**src/rtl/bc_polinomio.sv**
```systemverilog
// ---------------------------------------------------------------------------
// bc_polinomio
// Control block for the polynomial datapath. Sequences a Horner evaluation
// y = ((A*x) + B)*x + C by driving the datapath muxes, register loads and
// the ULA add/multiply select, with a start/done handshake on the outside.
//
// Parameters:
//   OP_LAT      cycles each arithmetic state is held (1..15)
//
// Ports:
//   clk         system clock, rising edge
//   RST         asynchronous active-low reset
//   start       launch a new evaluation (sampled only in IDLE)
//   abort       synchronous cancel back to IDLE
//   M0          coefficient mux   00 zero, 01 A, 10 B, 11 C
//   M1          ULA operand-1 mux 00 M0 out, 01 R0, 10 R1, 11 R2
//   M2          ULA operand-2 mux 00 R0, 01 M0 out, 10 R1, 11 R2
//   LX          load x into R0
//   LH          load ULA result into R1
//   LS          load ULA result into R2
//   H           ULA op select, 0 add, 1 multiply
//   busy        high in every state except IDLE
//   done        one-cycle pulse when R2 holds the result
//   eval_count  (only with BC_EVAL_COUNT_EN) 8-bit count of done pulses
//
// Optional feature macro: BC_EVAL_COUNT_EN
// ---------------------------------------------------------------------------
module bc_polinomio #(
  parameter int OP_LAT = 1
) (
  input  logic       clk,
  input  logic       RST,
  input  logic       start,
  input  logic       abort,
  output logic [1:0] M0,
  output logic [1:0] M1,
  output logic [1:0] M2,
  output logic       LX,
  output logic       LH,
  output logic       LS,
  output logic       H,
  output logic       busy,
  output logic       done
`ifdef BC_EVAL_COUNT_EN
  ,
  output logic [7:0] eval_count
`endif
);

  typedef enum logic [2:0] {
    S_IDLE,
    S_LOADX,
    S_AX,
    S_ADDB,
    S_MULX,
    S_ADDC,
    S_DONE
  } state_t;

  typedef struct packed {
    logic [1:0] m0;
    logic [1:0] m1;
    logic [1:0] m2;
    logic       lx;
    logic       lh;
    logic       ls;
    logic       h;
    logic       busy;
    logic       done;
  } ctrl_t;

  localparam logic [3:0] LAST_CNT = 4'(OP_LAT - 1);

  state_t state_q, state_d;
  logic [3:0] cnt_q, cnt_d;
  ctrl_t ctrl_q, ctrl_d;
  logic last_q;
  logic last_d;

  assign last_q = (cnt_q == LAST_CNT);

  // Next-state and latency counter. The counter is zeroed whenever a state
  // is left so every arithmetic state starts counting from 0.
  always_comb begin
    state_d = state_q;
    cnt_d   = cnt_q;
    if (abort) begin
      state_d = S_IDLE;
      cnt_d   = 4'd0;
    end else begin
      unique case (state_q)
        S_IDLE:  if (start) state_d = S_LOADX;
        S_LOADX: begin
          state_d = S_AX;
          cnt_d   = 4'd0;
        end
        S_AX, S_ADDB, S_MULX, S_ADDC: begin
          if (last_q) begin
            cnt_d = 4'd0;
            unique case (state_q)
              S_AX:    state_d = S_ADDB;
              S_ADDB:  state_d = S_MULX;
              S_MULX:  state_d = S_ADDC;
              default: state_d = S_DONE;
            endcase
          end else begin
            cnt_d = cnt_q + 4'd1;
          end
        end
        S_DONE:  state_d = S_IDLE;
        default: begin
          state_d = S_IDLE;
          cnt_d   = 4'd0;
        end
      endcase
    end
  end

  // Control word is decoded from the upcoming state/counter and then
  // registered, so outputs come straight from flops and line up with the
  // state they belong to. Load strobes fire only in the last cycle.
  assign last_d = (cnt_d == LAST_CNT);

  always_comb begin
    ctrl_d      = '0;
    ctrl_d.busy = (state_d != S_IDLE);
    unique case (state_d)
      S_LOADX: ctrl_d.lx = 1'b1;
      S_AX: begin
        ctrl_d.m0 = 2'b01;
        ctrl_d.h  = 1'b1;
        ctrl_d.lh = last_d;
      end
      S_ADDB: begin
        ctrl_d.m0 = 2'b10;
        ctrl_d.m1 = 2'b10;
        ctrl_d.m2 = 2'b01;
        ctrl_d.lh = last_d;
      end
      S_MULX: begin
        ctrl_d.m1 = 2'b10;
        ctrl_d.h  = 1'b1;
        ctrl_d.lh = last_d;
      end
      S_ADDC: begin
        ctrl_d.m0 = 2'b11;
        ctrl_d.m1 = 2'b10;
        ctrl_d.m2 = 2'b01;
        ctrl_d.ls = last_d;
      end
      S_DONE:  ctrl_d.done = 1'b1;
      default: ctrl_d = '0;
    endcase
  end

  // State, counter and registered control word.
  always_ff @(posedge clk or negedge RST) begin
    if (!RST) begin
      state_q <= S_IDLE;
      cnt_q   <= 4'd0;
      ctrl_q  <= '0;
    end else begin
      state_q <= state_d;
      cnt_q   <= cnt_d;
      ctrl_q  <= ctrl_d;
    end
  end

  assign M0   = ctrl_q.m0;
  assign M1   = ctrl_q.m1;
  assign M2   = ctrl_q.m2;
  assign LX   = ctrl_q.lx;
  assign LH   = ctrl_q.lh;
  assign LS   = ctrl_q.ls;
  assign H    = ctrl_q.h;
  assign busy = ctrl_q.busy;
  assign done = ctrl_q.done;

`ifdef BC_EVAL_COUNT_EN
  logic [7:0] eval_cnt_q;

  // Counts completed evaluations; wraps naturally at 8 bits and survives
  // abort, only RST clears it.
  always_ff @(posedge clk or negedge RST) begin
    if (!RST) begin
      eval_cnt_q <= 8'd0;
    end else if (ctrl_q.done) begin
      eval_cnt_q <= eval_cnt_q + 8'd1;
    end
  end

  assign eval_count = eval_cnt_q;
`endif

endmodule

```
**config.mk**
```make
export PLATFORM = sky130hd
export DESIGN_NAME = bc_polinomio
export DESIGN_NICKNAME = d
export VERILOG_FILES = /design/src/rtl/bc_polinomio.sv
export SDC_FILE = /design/constraint.sdc
export NUM_CORES = 1
export LEC_CHECK = 0
export BUFFER_PORTS_ARGS = -buffer_cell sky130_fd_sc_hd__clkbuf_2
export CORE_AREA = 8 8 49 51
export CTS_CLUSTER_DIAMETER = 120
export DETAILED_ROUTE_END_ITERATION = 8
export DIE_AREA = 0 0 57 59
export PLACE_DENSITY = 0.8
export REMOVE_ABC_BUFFERS = 1
export SLEW_MARGIN = 20
export SYNTH_ARGS = -nofsm -noshare
export SYNTH_HDL_FRONTEND = slang
export SYNTH_SLANG_ARGS = --single-unit
```
**constraint.sdc**
```tcl
create_clock -name clk -period 4.25 [get_ports clk]
set_input_delay 0.2125 -clock clk [delete_from_list [all_inputs] [get_ports clk]]
set_output_delay 0.2125 -clock clk [all_outputs]
set_load 0.02 [all_outputs]
```
---- Yosys cells after proc, flatten, opt, wreduce, memory -nomap -nowiden ----
Index checks and enable logic that the tools add are counted.
W data, S select, Z words.
operators by class
  $add $sub $neg .......................... 1
  multiplexer cells ....................... 17
  eq/ne operators ......................... 12
  reduce and logical (&&, ||, !) cells .... 11
operators by type and width
  operator               count
  $eq A3 B3 Y1 const B   6
  $pmux W3 S3            2
  $eq A3 B2 Y1 const B   4
  $mux W3                3
  $logic_not A4 Y1       2
  $mux W4                2
  $pmux W4 S2            1
  $mux W1                7
  $eq A3 B1 Y1 const B   2
  $pmux W2 S3            1
  $reduce_or A2 Y1       3
  $reduce_or A3 Y1       2
  $reduce_or A6 Y1       1
  $add A4 B1 Y4 const B  1
  $reduce_or A4 Y1       1
  $logic_not A3 Y1       1
  $reduce_bool A3 Y1     1
  $mux W2                1
word-level totals
  register bits ........................... 19

---- Depth between registers and ports, before layout ----
Gate-level depths: netlist of the first run.
  word-level depth ........................ 8
  gate-level depth with buffers ........... 6

---- Worst setup path before layout of the first run ----
No wires, ideal clock.
  path type ............................... reg2reg
  from .................................... register cnt_q[0]
  to ...................................... register ctrl_q, in the netlist H
  setup time .............................. 0.088 ns
  path slack .............................. 2.573 ns
  data required time ...................... 4.162 ns
  arrival time ............................ 1.589 ns
  stages on the path, launching flop included .. 6
  path buffers ............................ 0
  path through ............................ dfrtp_1 > inv_1 > ha_1 > or3b_2 > or3_1 > a41oi_1
RTL lines
  element                 line  text
  start, declared         75    logic [3:0] cnt_q, cnt_d;
  start signal, assigned  164   cnt_q <= cnt_d;
  end signal, assigned    165   ctrl_q <= ctrl_d;
  end, declared           76    ctrl_t ctrl_q, ctrl_d;

==> results of run 1 <==
synthesized netlist by cell type (2+ instances only):
library cell	n
a211oi_1	2
a21o_2	2
a21oi_1	3
a31oi_1	3
buf_4	3
clkbuf_1	4
dfrtp_1	16
ha_1	2
inv_1	4
nand2_1	6
nand3_1	4
nor2_1	6
nor2b_1	4
nor3_1	4
o21ai_0	5
or3_1	2
worst max-delay path: cells and delay by family, from the launching register on:
family	cells	cell delay, ns
AO/OA/AOI/OAI	2	0.61
adder cells (fa/ha/maj)	1	0.17
buffers and inverters	1	0.09
flip-flops	1	0.46
AND/OR/NAND/NOR	2	0.52
flip-flops by register name (all words and copies together), names as in the netlist:
register and flops:
cnt_q 4, state_q 3, done 1, busy 1
LS 1, M0 2, LX 1, M1 1
H 1, LH 1
final cells by class:
class,count,area [µm²],share of cell area (%)
sequential,16,400.4,40.56
tap,17,21.27,2.155
clock buffer,4,36.28,3.676
multi-input combinational,65,439.2,44.49
inverter,4,15.01,1.521
timing repair buffer,14,75.07,7.605
metal layers:
layer,track usage [%],wire length (µm)
met5,0,0
met4,9.732,62
met3,4.721,103
met2,17.21,797
met1,14.47,799
cells by family (layout without fill, tap and decap cells):
logic type / count (synthesis) / in the layout
muxes: 2 / 2
xor gates and xnor gates: 3 / 3
adders and majority gates: 2 / 2
DFF: 16 / 16
buffers and inverters: 12 / 22
other: 1 / 2
AOI/OAI and AO/OA: 22 / 22
and+or+nand+nor: 34 / 34
power breakdown:
group	switching [mW]	total [mW]	internal, mW
Sequential	0.0122	0.175	0.163
Clock	0.0522	0.105	0.0524
Combinational	0.0463	0.0732	0.0269
Total	0.111	0.353	0.242
path summary, 6_finish.rpt:
kind	slack, ns	cells after the start	to	start
hold / removal	0.18	3	LX	start
hold reg to reg	0.68	2	done	state_q[0]
min in group asynchronous	0.35	2	H	RST
setup reg to reg	2.31	6	LS	cnt_q[0]
setup / recovery	2.31	6	LS	cnt_q[0]
max in group asynchronous	3.62	2	cnt_q[0]	RST
metrics by stage:
| step | utilization (%) | hold WS (ns) | instances | setup slack, ns | cell area [µm²] |
|---|---|---|---|---|---|
| after floorplan | - | -0.08309 | 85 | 2.573 | 854.6 |
| after global placement | 56.97 | 0.1553 | 115 | 2.390 | 940.9 |
| after detailed placement | 56.97 | 0.1586 | 115 | 2.358 | 940.9 |
| after CTS | 59.77 | 0.1865 | 120 | 2.335 | 987.2 |
| after global routing | 59.77 | 0.2132 | 120 | 2.157 | 987.2 |
| final | 59.77 | 0.1798 | 120 | 2.311 | 987.2 |
==> results by group, run 1 <==
Synthesis
  • Mean post-synth cell area: just under 10 µm²
  • Synth warn: 0
  • Post-synthesis compound-gate area fraction: between 15 and 20%
  • Largest family of logic cells by synthesized area: simple AND/OR/NAND/NOR gates
  • Fraction of registers with async set/reset: between 90% and 100%
  • Top_reg_cell synth: dfrtp_1
  • Sequential share of the synthesized area: between 40 and 50%
  • Synthesized netlist cell count: 92
  • Post-synthesis adder-cell area fraction: 2.801%
  • Yosys top cell area share: 44.82%
  • XOR/XNOR Fraction of Synth Area: approximately 3.8%
  • Post-synthesis cell type count: 38
  • Synth area leader: dfrtp_1
  • Post-Syn Area: between 800 and 900 µm²
  • Simple-gate portion of the synthesized area: ~22%
  • Largest cells by area after synthesis: dfrtp_1 45%, ha_1 2.8%, nor2b_1 2.8%, o21ai_0 2.8%, buf_4 2.5%
  • Number of enable flip-flop cells after synthesis: 0
  • Portion of netlist area occupied by mux cells: around 2.4%
  • Synthesized flop and latch total: 16

Floorplanning
  • Num rows: 15
  • Die Y: 59 µm
  • Core area: around 1700 µm²
  • Initial core utilization: a little over half
  • Die area: between 3000 and 4000 µm²
  • Die W: 57 µm
  • Io pins: 16

Drt
  • Wire length per cell: between 10 and 15 µm
  • DRC: 0
  • 1st-iter DRT viols: 23
  • Final ANT Viol Nets: 0
  • DR vias/cell: just under 6
  • Routed via count: roughly 700
  • Initial DRT Pass Iterations: 4
  • Final wirelength: between 1.5 and 2 mm

CTS
  • Clock root cell: clkbuf_4
  • Clk sink count: 16
  • Resized Gates After CTS: 0
  • Clk_lat worst skew: roughly 0.30 ns
  • H-tree Lvls: 1
  • Max clock buf depth: 2
  • Post-CTS Repair Setup Buffers: 0
  • Hold_buf cts: 1
  • CTS tree: done
  • Clk pin slew, worst setup/hold paths: roughly 0.09 ns
  • Cts bufs inserted: 3

Setup path
  • Delay of the slowest critical-path stage: around 0.46 ns
  • Critical Path RT: about 4.5 ns
  • Critical path launch point type: register
  • Critical Path Slowest Stage Cell: dfrtp_1
  • Setup CP Type: register to register
  • Cell Chain, Critical Path: inv_1, ha_1, nor3b_4, nor3_4, a211o_1, a211oi_1
  • Crit path DAT: between 2 and 2.5 ns
  • Worst Path Max Fanout: 9
  • Critical Path End Type: register

Timing
  • Max-slew violations: 0
  • RSZ-0062 raised after global routing: no
  • Final setup viols: 0
  • Hold Violations, Final: 0
  • Crit share post-route: 45.62%
  • Fin Setup TNS: 0 ns
  • Fin crit period: roughly 1.9 ns
  • Clock Skew: roughly 0.0025 ns
  • Fmax: ~520 MHz

Place
  • Number of port buffers: 13
  • Post-DP HPWL: between 1 and 1.5 mm
  • Global placer's final weighted congestion: 0.8744

Global route
  • Tot GR Track Use: about an eighth
  • First-pass GRT wire length: 3.160 mm
  • Initial antenna violation count: 0
  • Grt ovf: 0
  • Vias in the first global route: ~710
  • Largest net degree at the start of global routing: 17

Power
  • Worst VDD drop: ~0.22 mV
  • Overall power: around 0.35 mW
  • PD cells: approximately 360 nW/µm²
  • Pleak: around 0.49 nW

Outcome
  • Outcome: completed

Finish
  • Most frequent cells in the layout: 16 x dfrtp_1, 13 x clkbuf_2, 6 x nand2_1, 6 x nor2_1, 5 x o21ai_0
  • Ratio of cells with drive above 1 in the final layout: about 24%
  • Nets@finish: 110
  • Layout fillers: ~140
  • Layout Area Growth over Synthesis: 10.50%
  • Commonest non-fill, non-tap cell in the layout: dfrtp_1
  • ANT cells: 0

Worst hold path
  • Hold Crit Class: primary input to register

Run
  • Max Cap Viol: 0
No activity file was read; power rests on OpenSTA's default activity.
==> run 2, diff against run 1 <==
--- a/config.mk
+++ b/config.mk
@@ -6,11 +6,11 @@
 export NUM_CORES = 1
 export LEC_CHECK = 0
 export BUFFER_PORTS_ARGS = -buffer_cell sky130_fd_sc_hd__clkbuf_2
-export CORE_AREA = 8 8 49 51
+export CORE_AREA = 8 8 51 53
 export CTS_CLUSTER_DIAMETER = 120
 export DETAILED_ROUTE_END_ITERATION = 8
-export DIE_AREA = 0 0 57 59
-export PLACE_DENSITY = 0.8
+export DIE_AREA = 0 0 59 61
+export PLACE_DENSITY = 0.74
 export REMOVE_ABC_BUFFERS = 1
 export SLEW_MARGIN = 20
 export SYNTH_ARGS = -nofsm -noshare
==> constraint.sdc (replaced) <==
create_clock -name clk -period 1.8 [get_ports clk]
set_input_delay 0.09 -clock clk [delete_from_list [all_inputs] [get_ports clk]]
set_output_delay 0.09 -clock clk [all_outputs]
set_load 0.02 [all_outputs]
==> results by group, run 2 (same netlist as run 1, synthesis figures left out) <==
Outcome
  • Outcome: completed

Drt
  • Routed via count: 719 (+3.2%)
  • DRC: 0 (unchanged)
  • DR vias/cell: 5.287 (-9.0%)
  • Wire length per cell: 12.49 µm (-15%)
  • Initial DRT Pass Iterations: 4 (unchanged)
  • 1st-iter DRT viols: 21 (-8.7%)
  • Final ANT Viol Nets: 0 (unchanged)
  • Final wirelength: 1.699 mm (-3.6%)

Timing
  • RSZ-0062 raised after global routing: no
  • Fin Setup TNS: 0 ns (unchanged)
  • Clock Skew: 0.004786 ns (+0.002238 ns)
  • Setup slack after layout: 0.09080 ns (-2.220 ns)
  • Fin crit period: 1.709 ns (-0.2297 ns)
  • Normalized max-slew margin: between 60% and 70%
  • Fmax: 585.1 MHz (+13%)
  • Max-slew violations: 0 (unchanged)
  • Least-Margin Pin Slew: roughly 0.52 ns
  • Final setup viols: 0 (unchanged)
  • Hold Violations, Final: 0 (unchanged)
  • Crit share post-route: 94.96% (+49 points)

Finish
  • Layout fillers: 172 (+20%)
  • Layout Area Growth over Synthesis: 16.95%
  • Design Area, Final: 1045 µm² (+5.8%)
  • ANT cells: 0 (unchanged)
  • Non-Filler Instances: 136 (+13%)
  • Area of the multi-input gates: 439.2 µm² (unchanged)
  • Max reg flops: 4 (unchanged)
  • Nets@finish: 116 (+5.5%)
  • Top reg by flops: cnt_q
  • Most frequent cells in the layout: 16 x dfrtp_1, 13 x clkbuf_2, 6 x nand2_1, 6 x nor2_1, 6 x buf_4
  • Ratio of cells with drive above 1 in the final layout: 28.44% (+4.2 points)
  • Commonest non-fill, non-tap cell in the layout: dfrtp_1
  • Storage cell area: 400.4 µm² (unchanged)

Setup path
  • Critical Path RT: 2.00 ns (-2.46 ns)
  • R2R depth: 5 (-1)
  • Crit path DAT: 1.91 ns (-0.23 ns)
  • Crit path depth: 5 (-1)
  • R2R setup slack: 0.09 ns (-2.22 ns)
  • Critical Path Slowest Stage Cell: or3b_2
  • Cell family with most CP delay: simple AND/OR/NAND/NOR gates
  • Cell Chain, Critical Path: inv_1, ha_1, or3b_2, or3_1, a41oi_1
  • CP startpoint: cnt_q[1]
  • Critical Path End Type: register
  • Worst path bufs/invs: 1 (unchanged)
  • Critical path launch point type: register
  • Critical Path End: H
  • Critical R2R Launch: cnt_q[1]
  • Delay of the slowest critical-path stage: 0.49 ns (+0.03 ns)
  • Setup CP Type: register to register
  • Worst Path Max Fanout: 4 (-5)
  • Reg-to-Reg End: H

Place
  • Placed insts: 130 (+13%)
  • Post-DP Area: 991.0 µm² (+5.3%)
  • Place WS: 0.07612 ns (-2.282 ns)
  • Number of port buffers: 13 (unchanged)
  • Global placer's final weighted congestion: 0.8536 (-2.4%)
  • Post-DP HPWL: 1.253 mm (+0.11%)

Global route
  • Grt ovf: 0 (unchanged)
  • Largest net degree at the start of global routing: 17 (unchanged)
  • Initial antenna violation count: 0 (unchanged)
  • Vias in the first global route: 662 (-6.9%)
  • Tot GR Track Use: 10.45% (-1.8 points)
  • First-pass GRT wire length: 2.870 mm (-9.2%)

Worst hold path
  • HP Start: start
  • Hold Crit Class: primary input to register

CTS
  • Cts bufs inserted: 3 (unchanged)
  • Clock root cell: clkbuf_4
  • CTS tree: done
  • H-tree Lvls: 1 (unchanged)
  • Clk sink count: 16 (unchanged)
  • Max clock buf depth: 2 (unchanged)
  • Clk_lat worst skew: 0.29 ns (about the same)
  • Clk pin slew, worst setup/hold paths: 0.09 ns (about the same)

Floorplanning
  • Die Y: 61 µm (+3.4%)
  • Die area: 3599 µm² (+7.0%)
  • Die W: 59 µm (+3.5%)
  • Core area: 1842 µm² (+12%)
  • Io pins: 16 (unchanged)
  • Initial core utilization: 48.51% (-5.6 points)
  • Num rows: 16 (+1)

Power
  • Worst VDD drop: 0.4436 mV (+100%)
  • Pleak: 0.5227 nW (+6.3%)
  • PD cells: 801.3 nW/µm² (+120%)
  • Overall power: 0.8371 mW (+140%)

Run
  • Max Cap Viol: 0 (unchanged)
run 2: area by class of cell:
cell class	instances	share of cell area, %
Multi-Input combinational cell	65	42.04
Sequential cell	16	38.32
Timing Repair Buffer	20	11.50
Clock buffer	4	3.473
Tap cell	27	3.234
Inverter	4	1.437
run 2: where the power goes:
part / internal, mW / switching [mW] / leakage, nW
sequential: 0.385 / 0.0158 / 0.217
combinational: 0.0760 / 0.125 / 0.284
clock: 0.123 / 0.112 / 0.0210
run 2: metrics by stage:
step | utilization [%] | hold WS [ns]
final | 56.73 | 0.07455
after CTS | 56.32 | 0.05888
after global routing | 56.73 | 0.08804
after detailed placement | 53.80 | 0.03254
after global placement | 53.80 | 0.02918
after floorplan | - | -0.2056
run 2: what timing repair did:
item	CTS	global route
buffers inserted	0	1
setup endpoints to repair	0	2
endpoints found under the hold margin	16	0
gates resized for setup	0	1
hold buffers	1	0
run 2: layer usage:
layer  part of all wire, %  vias to the layer above  global-route usage, %
li1                      -                      356                      -
met1                    43                      340                  11.41
met2                    50                       21                  17.29
met3                   6.1                        2                  4.025
met4                   1.0                        0                  5.461
met5                     0                        -                      0
run 2: worst min-delay path by stage:
stage	endpoint	slack, ns	cells after the start
after floorplan	H	-0.21	0
after global placement	cnt_q[2]	0.03	1
after detailed placement	cnt_q[2]	0.03	1
after global routing	LX	0.09	3
after CTS	LX	0.06	3
final	LX	0.07	3
run 2: worst min-delay path, stage by stage:
cell and delay (ns):
clkbuf_2 0.09, nand3b_1 0.10, nor2_1 0.05
==> run 3, diff against run 2 <==
==> constraint.sdc (replaced) <==
create_clock -name clk -period 1.6 [get_ports clk]
set_input_delay 0.08 -clock clk [delete_from_list [all_inputs] [get_ports clk]]
set_output_delay 0.08 -clock clk [all_outputs]
set_load 0.02 [all_outputs]
==> results by group, run 3 (same netlist as run 1, synthesis figures left out) <==
Finish
  • Nets@finish: 126 (+8.6%)
  • Top reg by flops: cnt_q
  • Max reg flops: 4 (unchanged)
  • Commonest non-fill, non-tap cell in the layout: dfrtp_1
  • Ratio of cells with drive above 1 in the final layout: 41.18% (+13 points)
  • Layout fillers: 150 (-13%)
  • Most frequent cells in the layout: 16 x dfrtp_1, 15 x buf_4, 13 x clkbuf_2, 6 x nand2_1, 6 x nor2_1
  • Layout Area Growth over Synthesis: 30.53%
  • Design Area, Final: 1166 µm² (+12%)
  • ANT cells: 0 (unchanged)

Drt
  • Wire length per cell: 15.16 µm (+21%)
  • Final ANT Viol Nets: 0 (unchanged)
  • Final wirelength: 2.214 mm (+30%)
  • DRC: 0 (unchanged)
  • 1st-iter DRT viols: 37 (+76%)
  • DR vias/cell: 5.301 (+0.28%)
  • Routed via count: 774 (+7.6%)
  • Initial DRT Pass Iterations: 4 (unchanged)

Floorplanning
  • Die Y: 61 µm (unchanged)
  • Initial core utilization: 48.51% (unchanged)
  • Die W: 59 µm (unchanged)
  • Io pins: 16 (unchanged)
  • Core area: 1842 µm² (unchanged)
  • Num rows: 16 (unchanged)
  • Die area: 3599 µm² (unchanged)

Timing
  • Fin crit period: 1.655 ns (-0.05371 ns)
  • Clock Skew: 0.006728 ns (+0.001942 ns)
  • Setup slack after layout: -0.05550 ns (-0.1463 ns)
  • Hold Violations, Final: 0 (unchanged)
  • Final setup viols: 5 (+5)
  • Least-Margin Pin Slew: 0.5090 ns (-0.006223 ns)
  • Normalized max-slew margin: 65.53% (+0.14 points)
  • RSZ-0062 raised after global routing: yes
  • Crit share post-route: 103.5% (+8.5 points)
  • Fmax: 604.0 MHz (+3.2%)
  • Max-slew violations: 0 (unchanged)

Run
  • Max Cap Viol: 0 (unchanged)

CTS
  • Clock root cell: clkbuf_4
  • Cts bufs inserted: 3 (unchanged)
  • Clk sink count: 16 (unchanged)
  • Clk_lat worst skew: 0.29 ns (about the same)
  • Clk pin slew, worst setup/hold paths: 0.11 ns (+0.02 ns)
  • CTS tree: done
  • H-tree Lvls: 1 (unchanged)
  • Max clock buf depth: 2 (unchanged)

Place
  • Post-DP Area: 1044 µm² (+5.3%)
  • Global placer's final weighted congestion: 0.8166 (-4.3%)
  • Post-DP HPWL: 1.408 mm (+12%)
  • Number of port buffers: 13 (unchanged)

Outcome
  • Outcome: finished, violations left
  • Violated checks: negative setup slack

Worst hold path
  • Hold Crit Class: primary input to register

Power
  • PD cells: 847.2 nW/µm² (+5.7%)
  • Worst VDD drop: 0.4749 mV (+7.1%)
  • Overall power: 0.9879 mW (+18%)
  • Pleak: 0.5812 nW (+11%)

Setup path
  • Setup CP Type: register to register
  • Crit path DAT: 1.81 ns (-0.10 ns)
  • Critical Path End Type: register
  • Worst Path Max Fanout: 3 (-1)
  • Critical Path RT: 1.76 ns (-0.24 ns)
  • Critical path launch point type: register

Global route
  • Initial antenna violation count: 0 (unchanged)
  • Vias in the first global route: 819 (+24%)
  • Grt ovf: 0 (unchanged)
  • Largest net degree at the start of global routing: 17 (unchanged)
  • Tot GR Track Use: 12.88% (+2.4 points)
  • First-pass GRT wire length: 3.519 mm (+23%)
## run 3: path summary, 6_finish.rpt
path                       startpoint  endpoint  slack, ns  cells past startpoint
max                          cnt_q[1]  cnt_q[2]      -0.06                      7
min                             start        LX       0.04                      3
max reg2reg                  cnt_q[1]  cnt_q[2]      -0.06                      7
min reg2reg                state_q[0]      done       0.67                      2
max in group asynchronous         RST         H       1.07                      2
min in group asynchronous         RST        LH       0.23                      2
## run 3: what timing repair did
| action | 4_1_cts | 5_1_grt |
|---|---|---|
| buffers inserted | 2 | 2 |
| hold buffers | 1 | 0 |
| endpoints found under the setup margin | 4 | 8 |
| resized for setup | 7 | 6 |
| pin swaps | 4 | 6 |
| endpoints found under the hold margin | 16 | 0 |
## run 3: cell type report
cell class / count / area (µm²) / share of cell area [%]
repair buffers: 30 / 198.9 / 17.06
well taps: 27 / 33.78 / 2.897
multi-input cells: 65 / 481.7 / 41.31
flip-flops and latches: 16 / 400.4 / 34.33
clock buffers: 4 / 36.28 / 3.112
inverters: 4 / 15.01 / 1.288
## run 3: layer usage
layer / share of wire (%) / vias up / GRT usage [%]
met3: 7.1 / 2 / 3.602
met1: 41 / 365 / 13.92
met2: 51 / 33 / 21.65
met4: 0.81 / 0 / 8.532
li1: - / 374 / -
met5: 0 / - / 0
## run 3: where the power goes
part | total [mW] | switching (mW) | internal (mW)
Sequential | 0.452 | 0.0191 | 0.433
Clock | 0.277 | 0.139 | 0.138
Combinational | 0.258 | 0.157 | 0.101
Total | 0.988 | 0.315 | 0.673
## run 3: critical path, stage by stage (launching register included)
cell     delay, ns
dfrtp_1       0.40
inv_1         0.06
ha_2          0.18
nor3b_4       0.31
buf_4         0.18
nor4_1        0.04
o21ai_0       0.20
o21ai_0       0.16
## run 3: through the flow
stage	setup slack (ns)	hold WS [ns]	TNS, ns	util (%)	cells
6_report	-0.05550	0.04383	-0.2128	63.32	146
5_1_grt	-0.1370	0.04216	-0.7276	63.32	146
4_1_cts	0.005415	0.04206	0	61.55	144
3_5_place_dp	-0.06972	0.02906	-0.1016	56.66	137
3_3_place_gp	-0.01636	0.02557	-0.01636	56.66	137
2_1_floorplan	-0.07742	-0.2156	-0.2367	-	85
